===== src/rtl/td4_control.sv =====
`default_nettype none
// ============================================================================
// Module   : td4_control
// Purpose  : TD4 instruction decode plus run/pause/single-step/halt control.
//            Decodes the ROM byte at the current PC into register load
//            strobes, source select and immediate with zero latency. Pause
//            and halt issue "JMP addr_rom" so REGISTERS needs no clock enable.
// Revision : 1.0  initial release
// ============================================================================
module td4_control #(
    parameter int RUN_ON_RESET = 1,
    parameter int CNT_WIDTH    = 16,
    parameter int HALT_DETECT  = 1
) (
    input  logic                 clk,
    input  logic                 clr,
    input  logic                 run,
    input  logic                 step,
    input  logic [7:0]           rom_data,
    input  logic [3:0]           addr_rom,
    input  logic                 carry_n,
    output logic [3:0]           load_n,
    output logic [1:0]           select,
    output logic [3:0]           immed,
    output logic                 halted,
    output logic                 illegal,
    output logic [CNT_WIDTH-1:0] retired
);

    typedef enum logic [1:0] {
        ST_PAUSE = 2'd0,
        ST_RUN   = 2'd1,
        ST_STEP  = 2'd2,
        ST_HALT  = 2'd3
    } state_t;

    localparam state_t         c_RESET_STATE = (RUN_ON_RESET != 0) ? ST_RUN : ST_PAUSE;
    localparam [CNT_WIDTH-1:0] c_CNT_MAX     = {CNT_WIDTH{1'b1}};
    localparam [CNT_WIDTH-1:0] c_CNT_ONE     = {{(CNT_WIDTH-1){1'b0}}, 1'b1};

    state_t               r_state;
    logic                 r_step_d;
    logic                 r_exec_d;
    logic                 r_carry_hold;
    logic                 r_illegal;
    logic [CNT_WIDTH-1:0] r_retired;

    logic [3:0] w_opcode;
    logic [3:0] w_im;
    logic       w_exec;
    logic       w_carry_eff;
    logic       w_step_rise;
    logic [3:0] w_dec_load_n;
    logic [1:0] w_dec_select;
    logic [3:0] w_dec_immed;
    logic       w_dec_illegal;
    logic       w_dec_jump;
    logic       w_halt_hit;

    assign w_opcode    = rom_data[7:4];
    assign w_im        = rom_data[3:0];
    assign w_exec      = (r_state == ST_RUN) || (r_state == ST_STEP);
    assign w_step_rise = step & ~r_step_d;
    // The cycle after a pause, REGISTERS has cleared carry; use the value
    // captured from the last executed instruction instead.
    assign w_carry_eff = r_exec_d ? carry_n : r_carry_hold;

    // Instruction decode of the current ROM byte; w_dec_jump flags a taken jump.
    always_comb begin
        w_dec_load_n  = 4'b1111;
        w_dec_select  = 2'b00;
        w_dec_immed   = w_im;
        w_dec_illegal = 1'b0;
        w_dec_jump    = 1'b0;
        case (w_opcode)
            4'h0: begin w_dec_load_n = 4'b1110; w_dec_select = 2'b00; end
            4'h1: begin w_dec_load_n = 4'b1110; w_dec_select = 2'b01; end
            4'h2: begin w_dec_load_n = 4'b1110; w_dec_select = 2'b10; end
            4'h3: begin w_dec_load_n = 4'b1110; w_dec_select = 2'b11; end
            4'h4: begin w_dec_load_n = 4'b1101; w_dec_select = 2'b00; end
            4'h5: begin w_dec_load_n = 4'b1101; w_dec_select = 2'b01; end
            4'h6: begin w_dec_load_n = 4'b1101; w_dec_select = 2'b10; end
            4'h7: begin w_dec_load_n = 4'b1101; w_dec_select = 2'b11; end
            4'h9: begin w_dec_load_n = 4'b1011; w_dec_select = 2'b01; end
            4'hB: begin w_dec_load_n = 4'b1011; w_dec_select = 2'b11; end
            4'hF: begin
                w_dec_load_n = 4'b0111;
                w_dec_select = 2'b11;
                w_dec_jump   = 1'b1;
            end
            4'hE: begin
                w_dec_select = 2'b11;
                if (w_carry_eff) begin
                    w_dec_load_n = 4'b0111;
                    w_dec_jump   = 1'b1;
                end else begin
                    w_dec_load_n = 4'b1111;
                end
            end
            default: begin
                // Undefined opcodes (8, A, C, D) retire as NOPs.
                w_dec_load_n  = 4'b1111;
                w_dec_select  = 2'b00;
                w_dec_immed   = 4'h0;
                w_dec_illegal = 1'b1;
            end
        endcase
    end

    generate
        if (HALT_DETECT != 0) begin : g_halt_detect
            assign w_halt_hit = w_exec && w_dec_jump && (w_im == addr_rom);
        end else begin : g_no_halt_detect
            assign w_halt_hit = 1'b0;
        end
    endgenerate

    // Output select: decoded instruction when executing, else "JMP addr_rom".
    always_comb begin
        if (w_exec) begin
            load_n = w_dec_load_n;
            select = w_dec_select;
            immed  = w_dec_immed;
        end else begin
            load_n = 4'b0111;
            select = 2'b11;
            immed  = addr_rom;
        end
    end

    assign halted  = (r_state == ST_HALT);
    assign illegal = r_illegal;
    assign retired = r_retired;

    // Run-control state machine with carry preservation and retire counting.
    always_ff @(posedge clk or posedge clr) begin
        if (clr) begin
            r_state      <= c_RESET_STATE;
            r_step_d     <= 1'b0;
            r_exec_d     <= 1'b0;
            r_carry_hold <= 1'b1;
            r_illegal    <= 1'b0;
            r_retired    <= '0;
        end else begin
            r_step_d <= step;
            r_exec_d <= w_exec;
            if (r_exec_d) begin
                r_carry_hold <= carry_n;
            end
            if (w_exec) begin
                if (r_retired != c_CNT_MAX) begin
                    r_retired <= r_retired + c_CNT_ONE;
                end
                if (w_dec_illegal) begin
                    r_illegal <= 1'b1;
                end
            end
            if (w_halt_hit) begin
                r_state <= ST_HALT;
            end else begin
                case (r_state)
                    ST_RUN: begin
                        if (!run) begin
                            r_state <= ST_PAUSE;
                        end
                    end
                    ST_STEP: begin
                        r_state <= ST_PAUSE;
                    end
                    ST_PAUSE: begin
                        if (run) begin
                            r_state <= ST_RUN;
                        end else if (w_step_rise) begin
                            r_state <= ST_STEP;
                        end
                    end
                    default: begin
                        r_state <= ST_HALT;
                    end
                endcase
            end
        end
    end

endmodule
`default_nettype wire


===== config.mk =====
export PLATFORM = sky130hd
export DESIGN_NAME = td4_control
export DESIGN_NICKNAME = d
export VERILOG_FILES = /design/src/rtl/td4_control.sv
export SDC_FILE = /design/constraint.sdc
export NUM_CORES = 1
export LEC_CHECK = 0
export BUFFER_PORTS_ARGS = -buffer_cell sky130_fd_sc_hd__buf_2
export CORE_MARGIN = 2
export CORE_UTILIZATION = 35
export DETAILED_ROUTE_END_ITERATION = 16
export SLEW_MARGIN = 20
export SYNTH_ARGS = -nofsm -noshare
export SYNTH_HDL_FRONTEND = slang
export SYNTH_SLANG_ARGS = --single-unit
export TNS_END_PERCENT = 50

===== constraint.sdc =====
create_clock -name clk -period 2.24 [get_ports clk]
set_input_delay 0.336 -clock clk [delete_from_list [all_inputs] [get_ports clk]]
set_output_delay 0.336 -clock clk [all_outputs]
set_load 0.02 [all_outputs]

Word-level counts from Yosys, hierarchy flattened. Cells that the tools add are included.

Register bits after elaboration: 22. Latch bits: 0. Memory bits (writable): 0. Memory bits (read-only): 0. Bits of input ports: 17. Output and inout bits: 28. Word-level logic and storage cells: 58. Memories kept: 0.

Add/subtract/negate cells: 1. Multiply operators: 0. Div/mod/pow operators: 0. Magnitude comparators: 0. Equal/unequal tests: 18. Shift-type cells: 0. Multiplexer cells: 15. Bitwise operators: 3. Reductions and logical operators: 15.

Operators by type and width (count): case mux 4 bit (5 select lines) (1); adder 16 x 1 -> 16 bit, second input constant (1); equality test 4 x 3 -> 1 bit, second input constant (4); equality test 4 bit, second input constant (4); two-way mux 4 bit (4); != test 16 bit, second input constant (1); case mux 2 bit (3 select lines) (2); OR reduction 12 bit (1); two-way mux 2 bit (5); equality test 4 x 2 -> 1 bit, second input constant (2); OR reduction 4 bit (2); AND reduction 2 bit (3); OR reduction 5 bit (1); equality test 2 bit, second input constant (2); equality test 4 x 1 -> 1 bit, second input constant (1); equality test 4 bit (1); logical NOT 4 bit (1); != test 4 bit, second input constant (1); OR reduction 2 bit (2); != test 3 bit, second input constant (1); OR reduction 3 bit (1); equality test 2 x 1 -> 1 bit, second input constant (1); logical AND 1 bit (2); logical NOT 2 bit (1); 5 further kinds (7).

Depth between registers and ports, before layout.
Word-level depth: 7. Depth in mapped cells: 6. Depth with buffers taken out: 6.

Least setup slack after synthesis. OpenSTA, ideal clock, no wires.

Kind: reg2out. Start point: reg r_state[0]. End point: out immed[0]. Arrival time: 1.930 ns. Data required time: 1.904 ns. Setup slack: -0.026 ns. Cell stages (with the launch flop): 7. Buffers on the path: 1. Path through: dfstp_2 > inv_1 > ha_1 > buf_2 > o21ai_0 > nor2_1 > nor2_1.

Cells in the longest elaborated chain, start to end: 3. Elaborated cells between the ends (all ways): 4. Classes of those cells: eq/ne (2); mux (1); reduce/logical (1).

Ends and longest elaborated chain: from (decl) (line 41) `state_t r_state;`; from (signal assigned) (line 138) `r_state <= c_RESET_STATE;`; equality test 2 x 1 -> 1 bit / equality test 2 bit (equally long branches) (line 62) `assign w_exec = (r_state == ST_RUN) || (r_state == ST_STEP);`; logical OR 1 bit * (line 62); via w_exec (line 50) `logic w_exec;`; two-way mux 4 bit * (line 120) `if (w_exec) begin`; to (decl) (line 24) `output logic [3:0] immed,`.

Mark *: on every way through the listed nets, which the timed path passes. The rest lies on a longest branch.

Worst setup path in the final report. Ends and elaborated chain as after synthesis.

==> results.md <==
- Worst slack at placement: 0.259 ns
- Worst-Skew Late Latency: a little over 0.3 ns
- Startpoint types: flip-flop
- GRT Util Overall: 0.137
- Non-Filler Instances: 215
- Fillers: between 300 and 400
- Worst min path class: primary input to flip-flop
- Chip Width: 63.6 um
- Post-synthesis cell type count: 35
- Final Slew Violations: 0
- Clock Sinks: 22
- Largest net degree at the start of global routing: 23
- Syn Nets: 141
- Max-Cap Viols: 0
- Routed wire per std cell: 12.0 um
- DRT Pass-1 Iters: 3
- H-tree levels: 1
- Setup ws final: roughly 0.11 ns
- Peak Freq: 470 MHz
- Peak supply drop: between 0.5 and 0.6 mV
- CP max FO: 5
- Clk pin slew, worst setup/hold paths: roughly 0.13 ns
- Remaining DRCs: 0
- Share of post-route cells with drive strength above 1: 0.373
- Path depth of the worst reg2reg path: 4
- Relative max-transition margin: 0.451
- CTS buffer count: 3
- Routed Antenna Nets: 0
- Count of input and output buffers: between 40 and 50
- Leakage: 0.820 nW
- Cell count after synthesis: between 100 and 150
- Die Span Y: 63.6 um
- Worst Max-Slew Pin Slew: around 0.82 ns
- Final WL: around 2.6 mm
- Run status: completed
- Final Cycle Share: 0.950
- Gpl congestion: 0.804
- FP Rows: 21
- Kind of critical path: flip-flop to primary output
- Placed Cells: 210
- Total die area: about 4000 um^2
- Layout net count: about 190
- Seq cells post-synth: 22
- PD cells: roughly 1300 nW/um^2
- Fin crit period: approximately 2.1 ns
- Worst Path Required: 1.90 ns
- Sequential area share after synthesis: 0.444
- Finished Cell Area: ~1600 um^2
- Ys Warns: 0
- Synthesized area per cell: a little over 10 um^2
- Number of global-route vias before repair: 1022
- Layout Skew: roughly 0.014 ns
- WHS Path Cells: 1
- CTS tree: built
- CTS max path bufs: 2
- # IOs: between 40 and 50
- Starting Density: 0.367
- Placed Area: ~1500 um^2
- Setup violators final: 0
- Total number of vias: 1028
- Critical Path AT: around 1.8 ns
- Overflow after GRT: 0
- Root Driver: clkbuf_4
- Area grow syn2layout: 28.5%
- Diodes inserted: 0
- Dpl hpwl: just over 2 mm
- Average vias per placed instance: approximately 4.8
- Initial antenna violation count: 0
- First-pass GRT wire length: 4.45 mm
- Final Hold Viols: 0
- Core footprint: between 3000 and 4000 um^2
- Hold_buf cts: 0
- Post-Syn Area: approximately 1200 um^2
- 1st-iter DRT viols: 30
- CP Capture Type: primary output
## placed cells by master, fill, tap and decap left out, types with 2 or more instances in the layout
master    instances
mux2_2            2
a21oi_1           4
xor2_1           12
xnor2_1           7
buf_2            44
o21ai_0           4
nand4_1           3
nor3_1            5
inv_1             7
nand3b_1          2
clkbuf_4          3
dfrtp_1          20
nor2_1            8
nand2_1           9
nor4_2            2
buf_4             2
nand3_1           4
dfstp_2           2
ha_1              3
mux2i_1           5
## synthesized netlist by cell type, drive strengths merged
cell,count,area share
nor3b,1,0.0060
nand3b,2,0.012
nor4bb,1,0.0080
o41ai,1,0.022
dfrtp,20,0.40
xor2,12,0.084
nor2,9,0.027
buf,2,0.013
nand2b,1,0.0050
or3,1,0.0050
inv,7,0.021
xnor2,7,0.049
or4,1,0.0060
nand2,9,0.027
ha,4,0.040
or2,2,0.010
nand4bb,1,0.0090
o211ai,1,0.0060
nor3,5,0.020
nand4,4,0.025
o21ai,5,0.020
nand3,4,0.016
a21oi,4,0.016
and2,2,0.011
and3,1,0.0050
nor4,3,0.025
mux2,2,0.018
mux2i,5,0.040
nand4b,1,0.0070
dfstp,2,0.042
## per-stage QoR
step	power, mW	setup TNS, ns	utilization	hold slack [ns]
after floorplan	1.42	-0.102	-	0.324
after global placement	1.70	0	0.449	0.455
after detailed placement	1.72	0	0.449	0.463
after CTS	2.03	0	0.465	0.126
after global routing	2.23	-0.0129	0.472	0.111
final	2.07	0	0.472	0.135
## worst max-delay path, stage by stage, from the launching register on
cell and delay (ns):
dfstp_2 0.57, inv_1 0.07, ha_4 0.29, o21ai_1 0.10
nor2_2 0.23, nor2_1 0.08, buf_2 0.16
## cell families (layout without fill, tap and decap cells)
logic type / count (synthesis) / after routing / synth area share
simple gates: 48 / 48 / 0.225
flops: 22 / 22 / 0.444
buf+inv: 9 / 58 / 0.0342
mux: 7 / 7 / 0.0583
xor+xnor: 19 / 19 / 0.134
compound gates: 11 / 11 / 0.0643
fa+ha+maj: 4 / 4 / 0.0402
## flip-flops by register name, indices dropped and copies added, names as in the netlist
signal and cells:
illegal 1, r_carry_hold 1, r_exec_d 1, r_state 2, r_step_d 1, retired 16
## metal layers
metal	vias to the layer above	GRT usage	share of wire	wire, um
met5	-	0	0	0
met4	0	0.0326	0.010	27
met3	2	0.0411	0.031	79
met2	16	0.232	0.52	1340
met1	497	0.170	0.44	1130
li1	513	-	-	-
## timing repair
| action | in CTS | in global routing |
|---|---|---|
| pin swaps | 1 | 1 |
| setup endpoints to repair | 4 | 5 |
| gates resized for setup | 1 | 3 |
| buffers inserted | 0 | 1 |
## worst paths after layout
check | from | end | slack (ns)
setup / recovery | r_state[0] | immed[0] | 0.11
hold / removal | step | r_step_d | 0.14
setup reg to reg | retired[0] | retired[1] | 0.24
hold reg to reg | illegal | illegal | 0.50
max in group asynchronous | clr | retired[6] | 1.56
min in group asynchronous | clr | retired[7] | 0.17
## cell type report
cell class                 count  area, um^2  area share
timing repair buffer          47         246       0.154
clock buffer                   3        22.5      0.0141
tap                           46        57.6      0.0360
multi-input combinational     89         664       0.415
inverter                       7        26.3      0.0164
clock inverter                 1        30.0      0.0188
sequential                    22         553       0.346
## power breakdown
group          switching (mW)  internal [mW]  total [mW]
Combinational           0.667          0.487        1.15
Clock                   0.119          0.181       0.300
Sequential             0.0974          0.517       0.614
Total                   0.883           1.18        2.07
(Power assumes the default switching activity.)
